**config.mk**
```make
export PLATFORM = sky130hd
export DESIGN_NAME = mem_req_arbiter
export DESIGN_NICKNAME = d
export VERILOG_FILES = /design/src/rtl/mem_arb_pkg.sv /design/src/rtl/rr_arbiter.sv /design/src/rtl/mem_req_arbiter.sv
export SDC_FILE = /design/constraint.sdc
export NUM_CORES = 1
export LEC_CHECK = 0
export CORE_ASPECT_RATIO = 0.7
export CORE_MARGIN = 3
export CORE_UTILIZATION = 42
export CTS_CLUSTER_SIZE = 8
export DETAILED_ROUTE_END_ITERATION = 12
export PLACE_DENSITY = 0.87
export SLEW_MARGIN = 40
export SYNTH_ARGS = -nofsm -noshare
export SYNTH_HDL_FRONTEND = slang
export SYNTH_SLANG_ARGS = --single-unit
```
**constraint.sdc**
```tcl
create_clock -name clk -period 6.25 [get_ports clk]
set_input_delay 1.25 -clock clk [delete_from_list [all_inputs] [get_ports clk]]
set_output_delay 1.25 -clock clk [all_outputs]
set_load 0.02 [all_outputs]
```
**src/rtl/mem_arb_pkg.sv**
```systemverilog
// ------------------------------------------------------------------
// mem_arb_pkg : shared defaults and helpers for the memory arbiter
// Rev 1.0
// ------------------------------------------------------------------
`default_nettype none

package mem_arb_pkg;

   localparam int DEF_NUM_REQ         = 2;
   localparam int DEF_MAX_OUTSTANDING = 8;
   localparam int DEF_CNT_BITS        = 4;
   localparam int DEF_CREG_ID_BITS    = 4;
   localparam int SRC_LSB             = DEF_CREG_ID_BITS;

   typedef enum logic [1:0] {
      CNT_HOLD      = 2'd0,
      CNT_INC       = 2'd1,
      CNT_DEC       = 2'd2,
      CNT_UNDERFLOW = 2'd3
   } cnt_op_e;

   // A simultaneous issue and return cancel out, so an empty counter never underflows then.
   function automatic cnt_op_e cnt_op(input logic inc, input logic dec, input logic zero);
      if (inc == dec) return CNT_HOLD;
      if (inc) return CNT_INC;
      return zero ? CNT_UNDERFLOW : CNT_DEC;
   endfunction

endpackage

`default_nettype wire

```
**src/rtl/rr_arbiter.sv**
```systemverilog
// ------------------------------------------------------------------
// rr_arbiter : combinational round-robin grant, owns the priority pointer
// Rev 1.0
// ------------------------------------------------------------------
`default_nettype none

module rr_arbiter #(
   parameter int NUM_REQ  = 2,
   parameter int IDX_BITS = 1
) (
   input  logic                clk,
   input  logic                reset,
   input  logic                en_i,
   input  logic [NUM_REQ-1:0]  req_i,
   output logic [NUM_REQ-1:0]  grant_o,
   output logic [IDX_BITS-1:0] grant_idx_o,
   output logic                grant_valid_o
);

   logic [IDX_BITS-1:0] rr_ptr_q, rr_ptr_d;
   int                  idx;

   always_comb begin
      grant_o       = '0;
      grant_idx_o   = '0;
      grant_valid_o = 1'b0;
      idx           = 0;
      for (int k = 0; k < NUM_REQ; k++) begin
         idx = (int'(rr_ptr_q) + k) % NUM_REQ;
         if (en_i && !grant_valid_o && req_i[IDX_BITS'(idx)]) begin
            grant_valid_o                = 1'b1;
            grant_o[IDX_BITS'(idx)]      = 1'b1;
            grant_idx_o                  = IDX_BITS'(idx);
         end
      end
   end

   always_comb begin
      rr_ptr_d = rr_ptr_q;
      if (grant_valid_o) begin
         rr_ptr_d = (grant_idx_o == IDX_BITS'(NUM_REQ - 1)) ? '0 : grant_idx_o + IDX_BITS'(1);
      end
   end

   always_ff @(posedge clk or negedge reset) begin
      if (!reset) rr_ptr_q <= '0;
      else        rr_ptr_q <= rr_ptr_d;
   end

endmodule

`default_nettype wire

```
**src/rtl/mem_req_arbiter.sv**
```systemverilog
// ------------------------------------------------------------------
// mem_req_arbiter : shares one in-order memory port among NUM_REQ requesters
// Rev 1.0
// ------------------------------------------------------------------
`default_nettype none

module mem_req_arbiter
   import mem_arb_pkg::*;
#(
   parameter int NUM_REQ         = DEF_NUM_REQ,
   parameter int REQ_BITS        = 1,
   parameter int ADDR_WIDTH      = 32,
   parameter int LINE_WIDTH      = 32,
   parameter int CREG_ID_BITS    = DEF_CREG_ID_BITS,
   parameter int MAX_OUTSTANDING = DEF_MAX_OUTSTANDING,
   parameter int CNT_BITS        = DEF_CNT_BITS
) (
   input  logic                             clk,
   input  logic                             reset,
   input  logic [NUM_REQ-1:0]               req_valid,
   input  logic [NUM_REQ-1:0]               req_rw,
   input  logic [NUM_REQ*ADDR_WIDTH-1:0]    req_addr,
   input  logic [NUM_REQ*LINE_WIDTH-1:0]    req_data,
   input  logic [NUM_REQ*CREG_ID_BITS-1:0]  req_id,
   output logic [NUM_REQ-1:0]               req_stall,
   output logic [NUM_REQ-1:0]               resp_valid,
   output logic [LINE_WIDTH-1:0]            resp_data,
   output logic [CREG_ID_BITS-1:0]          resp_id,
   output logic [ADDR_WIDTH-1:0]            mem_addr,
   output logic [LINE_WIDTH-1:0]            mem_data,
   output logic                             mem_rw,
   output logic                             mem_valid,
   output logic [REQ_BITS+CREG_ID_BITS-1:0] mem_id,
   input  logic                             mem_stall,
   input  logic                             mem_ready,
   input  logic [LINE_WIDTH-1:0]            mem_rdata,
   input  logic [REQ_BITS+CREG_ID_BITS-1:0] mem_rid,
   output logic                             err_underflow
);

   localparam int ID_W = REQ_BITS + CREG_ID_BITS;

   logic [NUM_REQ-1:0]      eligible, grant, underflow;
   logic [REQ_BITS-1:0]     grant_idx, rsp_src;
   logic                    grant_valid, rsp_src_ok;

   logic [ADDR_WIDTH-1:0]   mem_addr_q;
   logic [LINE_WIDTH-1:0]   mem_data_q, resp_data_q;
   logic                    mem_rw_q, mem_valid_q, err_q;
   logic [ID_W-1:0]         mem_id_q;
   logic [NUM_REQ-1:0]      resp_valid_q;
   logic [CREG_ID_BITS-1:0] resp_id_q;

   assign rsp_src    = mem_rid[ID_W-1 -: REQ_BITS];
   assign rsp_src_ok = {1'b0, rsp_src} < (REQ_BITS+1)'(NUM_REQ);

   rr_arbiter #(
      .NUM_REQ  (NUM_REQ),
      .IDX_BITS (REQ_BITS)
   ) u_rr (
      .clk           (clk),
      .reset         (reset),
      .en_i          (~mem_stall),
      .req_i         (eligible),
      .grant_o       (grant),
      .grant_idx_o   (grant_idx),
      .grant_valid_o (grant_valid)
   );

   assign req_stall = req_valid & ~grant;

   for (genvar i = 0; i < NUM_REQ; i++) begin : g_req
      logic [CNT_BITS-1:0] cnt_q, cnt_d;
      logic                inc, dec, uf;

      // Writes get no response from memory, so only reads occupy a slot.
      assign inc          = grant[i] & ~req_rw[i];
      assign dec          = mem_ready & rsp_src_ok & (rsp_src == REQ_BITS'(i));
      assign eligible[i]  = req_valid[i] & (req_rw[i] | (cnt_q < CNT_BITS'(MAX_OUTSTANDING)));
      assign underflow[i] = uf;

      always_comb begin
         cnt_d = cnt_q;
         uf    = 1'b0;
         case (cnt_op(inc, dec, cnt_q == '0))
            CNT_INC:       cnt_d = cnt_q + CNT_BITS'(1);
            CNT_DEC:       cnt_d = cnt_q - CNT_BITS'(1);
            CNT_UNDERFLOW: uf    = 1'b1;
            default:       cnt_d = cnt_q;
         endcase
      end

      always_ff @(posedge clk or negedge reset) begin
         if (!reset) cnt_q <= '0;
         else        cnt_q <= cnt_d;
      end
   end

   always_ff @(posedge clk or negedge reset) begin
      if (!reset) begin
         mem_addr_q   <= '0;
         mem_data_q   <= '0;
         mem_rw_q     <= 1'b0;
         mem_valid_q  <= 1'b0;
         mem_id_q     <= '0;
         resp_valid_q <= '0;
         resp_data_q  <= '0;
         resp_id_q    <= '0;
         err_q        <= 1'b0;
      end else begin
         if (!mem_stall) begin
            mem_valid_q <= grant_valid;
            if (grant_valid) begin
               mem_addr_q <= req_addr[grant_idx*ADDR_WIDTH +: ADDR_WIDTH];
               mem_data_q <= req_data[grant_idx*LINE_WIDTH +: LINE_WIDTH];
               mem_rw_q   <= req_rw[grant_idx];
               mem_id_q   <= {grant_idx, req_id[grant_idx*CREG_ID_BITS +: CREG_ID_BITS]};
            end
         end
         resp_valid_q <= '0;
         if (mem_ready && rsp_src_ok) begin
            resp_valid_q[rsp_src] <= 1'b1;
            resp_data_q           <= mem_rdata;
            resp_id_q             <= mem_rid[CREG_ID_BITS-1:0];
         end
         err_q <= err_q | (|underflow) | (mem_ready & ~rsp_src_ok);
      end
   end

   assign mem_addr      = mem_addr_q;
   assign mem_data      = mem_data_q;
   assign mem_rw        = mem_rw_q;
   assign mem_valid     = mem_valid_q;
   assign mem_id        = mem_id_q;
   assign resp_valid    = resp_valid_q;
   assign resp_data     = resp_data_q;
   assign resp_id       = resp_id_q;
   assign err_underflow = err_q;

endmodule

`default_nettype wire
```
; Word-level counts from Yosys, hierarchy flattened
; Index checks and enable logic that the tools add are counted.
[word_totals]
register_bits = 119
output_inout_bits = 112
elab_cells = 104
[classes]
add_sub_neg = 6
magnitude_cmp = 8
eq_ne = 8
shifts = 3
mux = 40
bitwise_logic = 14
n_reduce_logical = 13
[op_table]
columns = cell, count
row1 = $shiftx 64x7->32, 2
row2 = $mux 1, 24
row3 = $mux 2, 11
row4 = $pmux 4 s2, 2
row5 = $add 4x1->4 const B, 2
row6 = $eq 2x2->1 const B, 4
row7 = $logic_not 4->1, 2
row8 = $shiftx 8x4->4, 1
row9 = $sub 4x1->4 const B, 2
row10 = $logic_and 1x1->1, 6
row11 = $lt 1x3->1 const B, 2
row12 = $and 1x1->1, 5
row13 = $eq 2x1->1 const B, 2
row14 = $lt 1x2->1 const B, 2
row15 = $lt 4x4->1 const B, 1
row16 = $not 1->1, 4
row17 = $reduce_bool 2->1, 2
row18 = $demux 1 s1, 3
row19 = $ge 1x1->1 const B, 3
row20 = $add 1x1->1 const B, 2
row21 = $and 2x2->2, 1
row22 = $eq 1x1->1, 2
row23 = $not 2->2, 1
row24 = $or 1x1->1, 2
row25 = other kinds (4), 4

; Longest topological paths before layout
[logic_depth]
ltp_word = 21
mapped_depth = 12

; By module
; From an unflattened synthesis, not the netlist that was laid out.
[unflattened]
cells_unflattened = 457
area_unflattened_um2 = 5367.6
[modules_own_cells]
columns = mod, n_inst, cells_each, area_per_inst_um2
row1 = mem_req_arbiter, 1, 449, 5301.3
row2 = rr_arbiter, 1, 8, 66.3

; Worst setup path after synthesis
; No wires, ideal clock.
[synth_path]
kind = input-to-reg
from = in mem_stall
to = reg g_req[0].cnt_q[2]
setup_time_ns = 0.126
t_arrival_ns = 3.346
setup_slack_ns = 2.778
path_stages = 11
path_cell_list = nand2b_1 -> or4_4 -> ha_1 -> nand2b_1 -> ha_1 -> xor2_1 -> ha_1 -> a21oi_1 -> xor2_1 -> nor2_1 -> xor2_1
[synth_between]
elab_chain_len = 14
[synth_lines]
columns = item, line_no
row1 = from (decl), mem_req_arbiter.sv:34  ; input logic mem_stall,
row2 = $not 1->1 (no source line) (*), --
row3 = $logic_and 1x1->1, rr_arbiter.sv:30  ; if (en_i && !grant_valid_o && req_i[IDX_BITS'(idx)]) begin
row4 = $mux 1, rr_arbiter.sv:30
row5 = $logic_not 1->1, rr_arbiter.sv:30
row6 = $logic_and 1x1->1 (2 in a row), rr_arbiter.sv:30
row7 = $mux 2 (*), rr_arbiter.sv:30
row8 = $and 1x1->1 (*), mem_req_arbiter.sv:77  ; assign inc = grant[i] & ~req_rw[i];
row9 = $mux 1 (2 in a row), mem_arb_pkg.sv:25  ; if (inc) return CNT_INC;
row10 = $mux 2, mem_arb_pkg.sv:26  ; return zero ? CNT_UNDERFLOW : CNT_DEC;
row11 = $mux 2 (*), mem_arb_pkg.sv:25
row12 = $eq 2x2->1 or $eq 2x1->1 (tied branches), mem_req_arbiter.sv:85  ; case (cnt_op(inc, dec, cnt_q == '0))
row13 = $pmux 4 s2 or $reduce_bool 2->1 (tied branches), --
row14 = to (signal assigned), mem_req_arbiter.sv:95  ; else cnt_q <= cnt_d;
row15 = to (decl), mem_req_arbiter.sv:73  ; logic [CNT_BITS-1:0] cnt_q, cnt_d;
; Every way passes the cells marked *; elsewhere a longest branch is shown, timed or not. The select of a mux whose other input is x is not followed.
; A chain may end at the register's enable or synchronous reset.

; Final worst setup path
[layout_path]
from = in req_rw[0]
to = out req_stall[0]
[layout_between]
elab_chain_len = 12
[layout_lines]
columns = item, line_no
row1 = from (decl), mem_req_arbiter.sv:21  ; input logic [NUM_REQ-1:0] req_rw,
row2 = $or 1x1->1 (*), mem_req_arbiter.sv:79  ; assign eligible[i] = req_valid[i] & (req_rw[i] | (cnt_q < CNT_BITS'(MAX_OUTSTANDING)));
row3 = $and 1x1->1 (*), mem_req_arbiter.sv:79
row4 = $mux 1 (implied by the code) (2 in a row), rr_arbiter.sv:30
row5 = $logic_and 1x1->1, rr_arbiter.sv:30
row6 = $mux 1, rr_arbiter.sv:30
row7 = $logic_not 1->1, rr_arbiter.sv:30
row8 = $logic_and 1x1->1 (2 in a row), rr_arbiter.sv:30
row9 = $mux 2 (*), rr_arbiter.sv:30
row10 = $not 2->2 (*), mem_req_arbiter.sv:70  ; assign req_stall = req_valid & ~grant;
row11 = $and 2x2->2 (*), mem_req_arbiter.sv:70
row12 = to (decl), mem_req_arbiter.sv:25  ; output logic [NUM_REQ-1:0] req_stall,
; Marks and branches as above.

==> key figures <==
Hold path
  – Hold Path Depth: 1
  – Min-Delay Endpoint: err_underflow
  – Min-Delay Path Class: reg -> reg
  – Worst hold start: err_underflow

Route
  – Remaining DRCs: 0
  – WL met2: 8370 um
  – Top Metal Used: met5
  – Met3 routed WL: 1180 um
  – Routed Antenna Nets: 0
  – TritonRoute pass-1 iters: 4
  – WL final: 15600 um
  – Vias per inst: 4.93
  – Via Count: 4427
  – Drt initial violations: 99
  – Met1 wire length: 5710 um
  – Routed WL per cell: 17.3 um

Floorplan
  – Initial core utilization: 43.9%
  – FP Rows: 33
  – Die height: 99.6 um
  – Core Box Area: 12000 um^2
  – Ports: 293
  – Die area: 13900 um^2
  – Die width: 140 um

Timing
  – Worst-margin pin slew: 753 ps
  – Clock Skew: 7.42 ps
  – Slew Limit Fails: 0
  – Final setup viols: 0
  – Crit share post-route: 67.0%
  – Hold WS: 478 ps
  – Slew margin rel.: 49.8%
  – TNS Setup: 0 ps
  – Max Freq: 239 MHz
  – Minimum clock period: 4190 ps
  – Final Hold Viols: 0
  – Unrepaired setup endpoints after global routing: no

Setup path
  – R2R Setup Slk: 3110 ps
  – Worst Path Required: 5000 ps
  – CP max-delay cell: clkdlybuf4s50_1
  – R2R cell count: 10
  – Crit path cell chain: clkdlybuf4s50_1, inv_1, a21oi_4, a21boi_0, clkdlybuf4s50_1
  – Reg2reg start: u_rr.rr_ptr_q
  – Crit-path leading delay family: buffers and inverters
  – CP Class: in -> out
  – Worst Path Arrival: 2940 ps
  – Crit path depth: 5
  – R2R Path End: g_req[0].cnt_q[2]
  – Cell seen most often among critical-path stages: clkdlybuf4s50_1
  – Max FO, Critical Path: 12
  – WP buf/inv: 3
  – CP startpoint kind: input port
  – Setup crit end kind: output pin
  – Peak per-stage delay on the critical path: 580 ps

Global routing
  – Initial antenna violation count: 1
  – Tot GR Track Use: 22.2%
  – First-pass GRT wire length: 24100 um
  – Vias in the first global route: 4782
  – Pin count of the biggest net entering global routing: 132
  – Gr ovfl total: 0

Yosys
  – Post-Syn Nets: 633
  – Mux contribution to synthesized area: 21.5%
  – Post-Synth Adder-Cell Area: 2.05%
  – Synth cell types: 31
  – Largest family of logic cells by synthesized area: multiplexers
  – Xor and xnor area share after synthesis: 1.33%
  – Cell with the most instances after synthesis: dfrtp_1
  – Synth area leader: dfrtp_1
  – Asr flop ratio synth: 100%
  – EDFF count, synth: 0
  – Commonest cells post-synth: dfrtp_1, a21oi_1, mux2i_1, nor2_1, mux2_2
  – Area contributors post-synth: dfrtp_1, mux2i_1, mux2_2
  – Flops & latches, synth: 119
  – Syn Inst Count: 444
  – Synth Warn #: 0
  – Mapped Area: 5250 um^2
  – Synth top area share: 56.7%
  – Compound-Gate Fraction of Synth Area: 8.60%
  – Register area share after synthesis: 56.7%
  – Prevailing post-synth register cell: dfrtp_1
  – Post-Synthesis Mean Instance Area: 11.8 um^2
  – Post-Synth Simple-Gate Area: 6.60%

Placement
  – # port buffers: 290
  – Dpl hpwl: 11900 um
  – DP Area: 8250 um^2
  – Final GP Congestion: 0.812

Final layout
  – Final nets: 917
  – Share of layout cells above drive strength 1: 10.8%
  – Post-route cell area: 8880 um^2
  – P&R area growth vs syn: 69.0%
  – Diodes inserted: 0

Pwr
  – LEAKAGE: 3.79 nW
  – Power per cell area: 414 nW/um^2
  – VDD IR max: 0.228 mV

Clock network
  – Clk sink count: 119
  – Postcts setup bufs: 0
  – Clk root buf: clkbuf_16
  – Clock-pin slew on the worst setup and hold paths: 60 ps
  – CTS tree: done
  – Cts hold-fix bufs: 0
  – Cts repair resizes: 0
  – Clock buffer count from CTS: 17
  – Htree depth: 4
  – CTS max path bufs: 2
  – Skew-Pair Late Insertion Delay: 410 ps

Status
  – Run status: complete, no violations

Flow run
  – Max_cap viols: 0
routing by layer:
layer	track usage, %	vias up
li1	-	2111
met1	23.5	2115
met2	41.5	175
met3	7.50	24
met4	7.67	2
met5	0	-
worst max-delay path by stage:
stage	start	to	slack [ps]
2_1_floorplan	mem_stall	g_req[0].cnt_q[2]	2780
6_report	req_rw[0]	req_stall[0]	2060
4_1_cts	req_rw[0]	req_stall[0]	2040
5_1_grt	req_rw[0]	req_stall[0]	1950
3_3_place_gp	req_rw[0]	req_stall[0]	2070
3_5_place_dp	mem_ready	g_req[0].cnt_q[2]	2020
through the flow:
step                std cells  util (%)  setup WS [ps]  power (mW)
floorplan                 444         -           2780        1.97
global placement          866      68.8           2070        2.63
detailed placement        866      68.9           2020        2.68
CTS                       898      74.1           2040        3.71
global route              898      74.1           1950        3.86
finish                    898      74.1           2060        3.67
kinds of logic (layout without fill, tap and decap cells):
group,Yosys count,after routing
DFF,119,119
muxes,108,108
and+or+nand+nor,84,84
AOI/OAI and AO/OA,82,82
adders and majority gates,8,8
xor gates and xnor gates,8,8
buffers and inverters,35,332
flip-flops by register name, indices dropped and copies added, names as in the netlist:
name,cells
err_underflow,1
g_req.cnt_q,8
mem_addr,32
mem_data,32
mem_id,5
mem_rw,1
mem_valid,1
resp_data,32
resp_id,4
resp_valid,2
u_rr.rr_ptr_q,1
cell usage in the layout (no fill, tap or decap), types with 2 or more instances in the layout:
master,Yosys,final
o21ai_0,3,3
inv_1,6,6
dfrtp_1,119,118
clkdlybuf4s50_1,0,289
clkinvlp_4,0,5
ha_1,7,7
clkbuf_8,0,3
a21o_1,2,2
buf_4,2,3
nand2_1,4,4
inv_6,0,2
xnor2_1,2,2
a21oi_1,70,70
nor2_1,70,70
mux2i_1,70,70
mux2_2,38,38
nor2b_1,3,3
clkbuf_16,0,17
bufinv_16,0,3
clkinv_4,0,3
nand2b_1,2,2
xor2_1,6,6
where the power goes:
group | internal, mW | switching [mW]
registers | 1.01 | 0.199
clock network | 0.652 | 0.356
logic | 0.744 | 0.709
area by class of cell:
class	instances	area, um^2
clock buffer	19	453
clock inverter	13	171
fill	810	3100
inverter	6	22.5
multi-input combinational	290	2110
sequential	119	2980
tap	157	196
timing repair buffer	294	2940
Power figures use the tool's default switching activity.
